<file path="config.mk">
export PLATFORM = sky130hd
export DESIGN_NAME = uart_tx_frame
export DESIGN_NICKNAME = d
export VERILOG_FILES = /design/src/rtl/uart_tx_frame.sv
export SDC_FILE = /design/constraint.sdc
export NUM_CORES = 1
export LEC_CHECK = 0
export BUFFER_PORTS_ARGS = -buffer_cell sky130_fd_sc_hd__clkbuf_2
export CORE_MARGIN = 2
export CORE_UTILIZATION = 55
export CTS_BUF_LIST = sky130_fd_sc_hd__clkbuf_8
export DETAILED_ROUTE_END_ITERATION = 7
export MAX_ROUTING_LAYER = met4
export PLACE_DENSITY = 0.78
export SKIP_LAST_GASP = 1
export SLEW_MARGIN = 20
export SYNTH_ARGS = -nofsm -noshare
export SYNTH_HDL_FRONTEND = slang
export SYNTH_SLANG_ARGS = --single-unit
export TNS_END_PERCENT = 50
</file>
<file path="constraint.sdc">
create_clock -name CLK -period 2.8 [get_ports CLK]
set_clock_uncertainty 0.2 [all_clocks]
set_input_delay 0.56 -clock CLK [delete_from_list [all_inputs] [get_ports CLK]]
set_output_delay 0.56 -clock CLK [all_outputs]
set_load 0.1 [all_outputs]
</file>
<file path="src/rtl/uart_tx_frame.sv">
// -----------------------------------------------------------------------------
// uart_tx_frame
//
// UART transmit framer. Accepts one parallel word per handshake and serializes
// it onto TX_OUT at one bit per CLK cycle (CLK is the TX baud clock).
// The frame is:
//   - start bit (0);
//   - DATA_WIDTH data bits, LSB first;
//   - an optional parity bit;
//   - one stop bit (1).
// At least one idle cycle always separates consecutive frames.
//
// Parameters
//   DATA_WIDTH  bits per word / data bits per frame (legal 5..9)
//
// Ports
//   CLK         in   TX baud clock, rising-edge
//   RST         in   synchronous, active-high reset
//   P_DATA      in   word to send, sampled at accept only
//   Data_Valid  in   request to send P_DATA (honoured only when idle)
//   PAR_EN      in   1 = append parity bit, sampled at accept only
//   PAR_TYP     in   0 = even, 1 = odd parity, sampled at accept only
//   TX_OUT      out  registered serial line, idles high
//   Busy        out  registered, high for every cycle of a frame
// -----------------------------------------------------------------------------
module uart_tx_frame #(
  parameter int DATA_WIDTH = 8
) (
  input  logic                  CLK,
  input  logic                  RST,
  input  logic [DATA_WIDTH-1:0] P_DATA,
  input  logic                  Data_Valid,
  input  logic                  PAR_EN,
  input  logic                  PAR_TYP,
  output logic                  TX_OUT,
  output logic                  Busy
);

  localparam int              CNT_W    = $clog2(DATA_WIDTH);
  localparam logic [CNT_W-1:0] LAST_BIT = CNT_W'(DATA_WIDTH - 1);

  typedef enum logic [2:0] {
    IDLE,
    START,
    DATA,
    PARITY,
    STOP
  } state_t;

  state_t                state;
  logic [DATA_WIDTH-1:0] shift_reg;
  logic [CNT_W-1:0]      bit_cnt;
  logic                  par_en_q;   // parity enable latched at accept
  logic                  par_bit_q;  // parity bit computed at accept

  // TX_OUT and Busy are loaded with the value belonging to the state being
  // entered, so they change exactly on the edge the state changes and never
  // depend combinationally on the inputs.
  always_ff @(posedge CLK) begin
    if (RST) begin
      state     <= IDLE;
      shift_reg <= '0;
      bit_cnt   <= '0;
      par_en_q  <= 1'b0;
      par_bit_q <= 1'b0;
      TX_OUT    <= 1'b1;
      Busy      <= 1'b0;
    end else begin
      case (state)
        IDLE: begin
          TX_OUT <= 1'b1;
          Busy   <= 1'b0;
          if (Data_Valid) begin
            shift_reg <= P_DATA;
            par_en_q  <= PAR_EN;
            par_bit_q <= (^P_DATA) ^ PAR_TYP;
            bit_cnt   <= '0;
            TX_OUT    <= 1'b0;  // start bit
            Busy      <= 1'b1;
            state     <= START;
          end
        end

        START: begin
          // Present data bit 0 for the first DATA cycle.
          TX_OUT    <= shift_reg[0];
          shift_reg <= {1'b0, shift_reg[DATA_WIDTH-1:1]};
          state     <= DATA;
        end

        DATA: begin
          if (bit_cnt == LAST_BIT) begin
            // Last data bit is on the line now; counter is held so it never
            // wraps for widths that are a power of two.
            if (par_en_q) begin
              TX_OUT <= par_bit_q;
              state  <= PARITY;
            end else begin
              TX_OUT <= 1'b1;
              state  <= STOP;
            end
          end else begin
            TX_OUT    <= shift_reg[0];
            shift_reg <= {1'b0, shift_reg[DATA_WIDTH-1:1]};
            bit_cnt   <= bit_cnt + 1'b1;
          end
        end

        PARITY: begin
          TX_OUT <= 1'b1;  // stop bit
          state  <= STOP;
        end

        STOP: begin
          // Always return through IDLE: guarantees the one-cycle gap and
          // keeps Data_Valid from being seen while the stop bit is out.
          TX_OUT <= 1'b1;
          Busy   <= 1'b0;
          state  <= IDLE;
        end

        default: begin
          TX_OUT <= 1'b1;
          Busy   <= 1'b0;
          state  <= IDLE;
        end
      endcase
    end
  end

endmodule

</file>
==> results of run 1 <==
-- power groups by stage --
stage	combinational (mW)	sequential, mW	clock (mW)
floorplan	0.106	0.316	0
global placement	0.137	0.306	0
detailed placement	0.141	0.306	0
CTS	0.142	0.301	0.218
global route	0.156	0.305	0.226
finish	0.142	0.301	0.213
-- layout by cell type (no fill, tap or decap) --
cell type and count:
sky130_fd_sc_hd__a21oi_1 6, sky130_fd_sc_hd__a31oi_1 1, sky130_fd_sc_hd__a2111oi_0 1, sky130_fd_sc_hd__inv_1 2, sky130_fd_sc_hd__nand2_1 11, sky130_fd_sc_hd__o21bai_1 1
sky130_fd_sc_hd__o211ai_1 1, sky130_fd_sc_hd__nor2_1 14, sky130_fd_sc_hd__nor4_1 1, sky130_fd_sc_hd__o21ai_0 9, sky130_fd_sc_hd__nand4_1 2, sky130_fd_sc_hd__or4b_1 1
sky130_fd_sc_hd__nor2b_1 2, sky130_fd_sc_hd__dfxtp_1 18, sky130_fd_sc_hd__nand2b_1 1, sky130_fd_sc_hd__ha_1 2, sky130_fd_sc_hd__nor3_1 3, sky130_fd_sc_hd__clkbuf_2 14
sky130_fd_sc_hd__mux2i_1 1, sky130_fd_sc_hd__nor4b_1 1, sky130_fd_sc_hd__o2111ai_1 1, sky130_fd_sc_hd__a32oi_1 1, sky130_fd_sc_hd__a311oi_1 5, sky130_fd_sc_hd__xor2_1 2
sky130_fd_sc_hd__clkbuf_8 4, sky130_fd_sc_hd__nand3b_1 4, sky130_fd_sc_hd__a21oi_4 1, sky130_fd_sc_hd__a311oi_2 2, sky130_fd_sc_hd__xnor2_1 4, sky130_fd_sc_hd__or3b_4 1
sky130_fd_sc_hd__xnor3_1 1, sky130_fd_sc_hd__nand3_1 2
-- per-layer routing --
layer | share of wire (%) | global-route usage [%] | up-vias
li1 | - | - | 419
met1 | 46 | 25.4 | 388
met2 | 47 | 33.8 | 21
met3 | 4.1 | 3.17 | 6
met4 | 2.4 | 14.7 | 0
met5 | 0 | - | -
-- synthesized netlist by cell type, drive strengths merged, types with 2 or more instances --
cell type	instances	area share, %
a21oi	7	4.9
a311oi	7	7.8
buf	3	2.8
clkbuf	4	1.6
dfxtp	18	38
ha	2	2.6
inv	2	0.79
nand2	11	4.4
nand3	2	1.1
nand3b	4	3.2
nand4	2	1.3
nor2	14	5.5
nor2b	2	1.3
nor3	3	1.6
o21ai	9	4.7
xnor2	4	3.7
xor2	2	1.8
-- final cells by class --
| class | count | area [um2] | share of cell area (%) |
|---|---|---|---|
| Tap cell | 17 | 21.3 | 2.02 |
| Inverter | 2 | 7.51 | 0.713 |
| Clock buffer | 4 | 55.1 | 5.23 |
| Sequential cell | 18 | 360 | 34.2 |
| Timing Repair Buffer | 14 | 70.1 | 6.65 |
| Multi-Input combinational cell | 82 | 539 | 51.2 |
-- how the worst max path moves through the flow --
stage                   end  slack (ns)  cells past startpoint
5_1_grt        shift_reg[1]        0.45                      6
6_report       shift_reg[1]        0.56                      6
3_5_place_dp   shift_reg[1]        0.58                      6
4_1_cts        shift_reg[1]        0.55                      6
2_1_floorplan  shift_reg[4]        0.81                      7
3_3_place_gp   shift_reg[4]        0.69                      6
-- worst min-delay path: stages, from the launching register on --
cell and delay [ns]:
sky130_fd_sc_hd__dfxtp_1 0.31, sky130_fd_sc_hd__nand2_1 0.05, sky130_fd_sc_hd__a21oi_1 0.05
-- cells by family after synthesis --
| logic type | after synthesis | share of synthesized area (%) |
|---|---|---|
| AO/OA/AOI/OAI | 29 | 22.4 |
| XOR/XNOR | 7 | 7.92 |
| adder cells (fa/ha/maj) | 2 | 2.64 |
| buffers and inverters | 9 | 5.14 |
| flip-flops | 18 | 38.0 |
| multiplexers | 1 | 1.06 |
| AND/OR/NAND/NOR | 43 | 22.8 |
==> flow_summary.ini, run 1 <==
[hold_path]
hold_path_end = bit_cnt[2]
hold_path.class = reg2reg
worstHoldStart = bit_cnt[2]
worstHoldPathCells = 2

[global_route]
grt_pass1_vias = 736
grt_overflow_total = 0
track_usage_pct = 21.6
antenna_violations_before_repair = 0
grt_first_pass_wirelength_um = 3110
grt_max_degree = 20

[worst_setup_path]
top_cell_by_count_worst_path = sky130_fd_sc_hd__ha_1
path_buf_inv = 0
regToRegStartpoint = bit_cnt[0]
worstReg2RegEnd = shift_reg[1]
worst_setup_path_end_kind = flop
critical_path_peak_fanout = 16
critical_path_required_ns = 2.75
slowest_delay_ns = 0.41
ff_to_ff_path_depth = 6
cp_top_family = compound AO/OA/AOI/OAI gates
worst_path_max_delay_cell = sky130_fd_sc_hd__or3b_4
launching_instance_or_port_of_the_critical_path = bit_cnt[0]
worst_ep_arrival_time_ns = 2.19
crit_path_start_kind = flop
reg2reg_slack_ns = 0.56
cp_cell_sequence = ha_1, ha_1, or3b_4, a21oi_4, nor2_1, a311oi_1
crit_type = reg2reg

[power]
power-per-cell-area_nw_per_um2 = 624
internal_power_mw = 0.462
pwr-share-clk_pct = 32.5
power.ir.vdd_worst_mv = 0.301
total_power_mw = 0.657
power.sequential.fraction_pct = 45.9
power_switching_mw = 0.195
total_leakage_power_nw = 0.406
power_switching_share_pct = 29.7
combinationalPowerShare_pct = 21.6

[clock_tree]
clock_buffer_count_from_cts = 3
maximum_count_of_clock_buffers_along_a_single_path = 2
cts.sink_count = 18
post_cts.repair.setup_buffers = 0
clkTransAtPathRegs_ns = 0.07
root_buffer = sky130_fd_sc_hd__clkbuf_8
cts-htree-levels = 1
postCtsHoldBufs = 0
clock_insertion_delay_worst_skew_ns = 0.25
postCtsResizedCells = 0
tritoncts_clock_tree = done

[sta]
final-max-slew-violation-count = 0
fmax_mhz = 447
rsz0062_at_grt = false
timing.setup.tns_ns = 0
finalWorstPathRequiredPeriod_ns = 2.24
max-slew-margin-rel_pct = 59.5
final_hold_viol_count = 0
post-route-period-util_pct = 80.0
final.setup.worst_slack_ns = 0.561
final_setup_violation_count = 0
slew_at_the_pin_closest_to_its_max_slew_limit_ns = 0.603
hold-worst-slack_ns = 0.261

[synthesis]
synth.lib_cells_used.distinct = 33
synth.cell_area_um2 = 948
synthCells = 109
edff_count_synth = 0
ys_seq_area_share_pct = 38.0
synth_flop_cell = sky130_fd_sc_hd__dfxtp_1
share_of_flip_flops_with_an_asynchronous_set_or_reset_after_synthesis_pct = 0
synth_seq_cells = 18
synthesis.yosys.warnings = 0
syn_avg_cell_area_um2 = 8.70
nets_in_the_synthesized_netlist = 124

[run]
cap_viol_max_count = 0

[floorplan]
design.die.area_um2 = 2070
floorplan.initialDensity_pct = 56.8
boundaryPins = 15
die-height_um = 45.5
die_width_um = 45.5
core_footprint_um2 = 1670
rows = 15

[drt]
drt_iter0_markers = 22
drc_errors = 0
routed_wl_um = 1870
drt-vias-per-instance = 6.09
post_drt_wl_per_cell_um = 13.6
drt_first_pass_iters = 4
route.vias.total = 834
drt.antenna.violating_nets = 0

[final_layout]
final_standard_cell_utilization_of_the_core_pct = 63.1
fillers = 133
largest_register_ffs = 8
final_net_count = 136
layout.cell_area.non_filler_um2 = 1050
syn2layout_area_growth_pct = 11.1
antennaDiodeCount = 0
layout-drive-gt1-share_pct = 18.3
fin_cells = 137

[placement]
place_worst_setup_slack_ns = 0.581
dpl.cell_count = 133
post_dp_cell_area_um2 = 998
place_hpwl_um = 1300
io_buffer_count = 14
routabilityCongestion = 0.754

[outcome]
outcome = completed
(Power assumes the default switching activity.)
==> run 2, diff against run 1 <==
- clock period: 2.8 -> 2.3 ns (I/O delays scaled with it)
==> run 2 against run 1 <==
  * Maximum frequency increased by 3.5%
  * Critical path depth unchanged
  * Non-clock buffer count increased by 2
  * Register-to-register slack got worse by 0.42 ns
  * Wire length increased by 3.6%
  * Sequential power increased by 21%
  * Global-route usage increased by 1.7 points
  * Total power increased by 16%
  * Core utilization increased by 0.075 points
  * Die area unchanged
  * Hold slack got worse by 0.0097 ns
  * Design area increased by 0.12%
  * Largest cell class unchanged
==> flow_summary.ini, run 2 (synthesis results as in run 1) <==
[placement]
io_buffer_count = 14
place_worst_setup_slack_ns = 0.141
routabilityCongestion = 0.816
place_hpwl_um = 1370

[worst_setup_path]
top_cell_by_count_worst_path = sky130_fd_sc_hd__ha_1
worstReg2RegEnd = shift_reg[4]
regToRegStartpoint = bit_cnt[0]
worst_path_max_delay_cell = sky130_fd_sc_hd__or3b_4
worst_setup_path_end_kind = flop
worst_ep_arrival_time_ns = 2.13
critical_path_peak_fanout = 16
critical_path_required_ns = 2.26
ff_to_ff_path_depth = 6
slowest_delay_ns = 0.40
crit_path_end = shift_reg[4]
reg2reg_slack_ns = 0.14
crit_path_start_kind = flop
launching_instance_or_port_of_the_critical_path = bit_cnt[0]
cp_cell_sequence = ha_1, ha_1, or3b_4, a21oi_4, nor2_1, a311oi_2
crit_type = reg2reg

[sta]
max-slew-margin-rel_pct = 63.1
post-route-period-util_pct = 94.1
final_setup_violation_count = 0
finalWorstPathRequiredPeriod_ns = 2.16
fmax_mhz = 462
rsz0062_at_grt = false
timing.setup.tns_ns = 0
final_hold_viol_count = 0
final.setup.worst_slack_ns = 0.137
slew_at_the_pin_closest_to_its_max_slew_limit_ns = 0.550
final-max-slew-violation-count = 0

[clock_tree]
postCtsResizedCells = 0
clock_insertion_delay_worst_skew_ns = 0.25
cts-htree-levels = 1
tritoncts_clock_tree = done
maximum_count_of_clock_buffers_along_a_single_path = 2
root_buffer = sky130_fd_sc_hd__clkbuf_8
cts.sink_count = 18
post_cts.repair.setup_buffers = 0
clock_buffer_count_from_cts = 3
postCtsHoldBufs = 0
clkTransAtPathRegs_ns = 0.07

[drt]
wl_met3_um = 54
routed_wl_um = 1940
drt.antenna.violating_nets = 0
met2_layer_wire_length_in_the_routed_design_um = 951
post_drt_wl_per_cell_um = 14.0
route.vias.total = 821
wl_met1_um = 897
drt-vias-per-instance = 5.95
drt_first_pass_iters = 4
highest-signal-layer = met4
drt_iter0_markers = 19
drc_errors = 0

[floorplan]
die-height_um = 45.5
boundaryPins = 15
rows = 15
design.die.area_um2 = 2070
floorplan.initialDensity_pct = 56.8
core_footprint_um2 = 1670
die_width_um = 45.5

[hold_path]
hold_path.class = in2reg
worstHoldPathCells = 3

[global_route]
grt_max_degree = 20
grt_pass1_vias = 757
grt_first_pass_wirelength_um = 3340
antenna_violations_before_repair = 0
grt_overflow_total = 0
track_usage_pct = 23.4

[final_layout]
fillers = 150
largest_register_ffs = 8
layout_commonest_cell = sky130_fd_sc_hd__dfxtp_1
layout_common_cells = sky130_fd_sc_hd__dfxtp_1, sky130_fd_sc_hd__nor2_1, sky130_fd_sc_hd__clkbuf_2, sky130_fd_sc_hd__nand2_1, sky130_fd_sc_hd__o21ai_0
final_net_count = 138
antennaDiodeCount = 0
layout-drive-gt1-share_pct = 19.0
syn2layout_area_growth_pct = 11.2

[power]
total_leakage_power_nw = 0.410
power-per-cell-area_nw_per_um2 = 723
power.ir.vdd_worst_mv = 0.357

[outcome]
outcome = completed

[run]
cap_viol_max_count = 0
## run 2: changes by cell type in the layout (fill, tap and decap cells not counted)
cell                       delta
sky130_fd_sc_hd__clkbuf_8     -1
sky130_fd_sc_hd__buf_4        +2
## run 2: worst max-delay path: cells and delay by family (launching register included)
kind,cells,cell delay (ns)
AOI/OAI and AO/OA,2,0.62
and+or+nand+nor,2,0.51
adders and majority gates,2,0.40
DFF,1,0.33
## run 2: report_power, final
part	internal (mW)	total (mW)	switching, mW
Sequential	0.342	0.363	0.0212
Combinational	0.0701	0.179	0.109
Clock	0.116	0.220	0.104
## run 2: how the worst min path moves through the flow
stage,startpoint,endpoint
global route,PAR_EN,par_en_q
CTS,PAR_EN,par_en_q
detailed placement,bit_cnt[1],bit_cnt[1]
global placement,bit_cnt[1],bit_cnt[1]
finish,PAR_EN,par_en_q
floorplan,bit_cnt[1],bit_cnt[1]
## run 2: layout make-up
class                      instances  area, um2  share of cell area, %
clock buffer                       3       41.3                   3.91
inverter                           2       7.51                  0.712
multi-input combinational         82        539                   51.1
sequential                        18        360                   34.2
tap                               17       21.3                   2.02
timing repair buffer              16       85.1                   8.07
## run 2: per-layer routing
metal	track usage (%)	up-vias
met5	-	-
met4	10.6	0
met3	3.57	5
met2	36.9	12
met1	29.2	381
li1	-	423
## run 2: stage by stage
step	hold WS, ns	area, um2	std cells	utilization (%)	power, mW
global route	0.258	1050	138	63.1	0.801
finish	0.251	1050	138	63.1	0.762
CTS	0.247	1050	138	63.1	0.768
floorplan	0.236	948	109	-	0.514
global placement	0.254	1010	135	60.7	0.542
detailed placement	0.254	1010	135	60.7	0.547
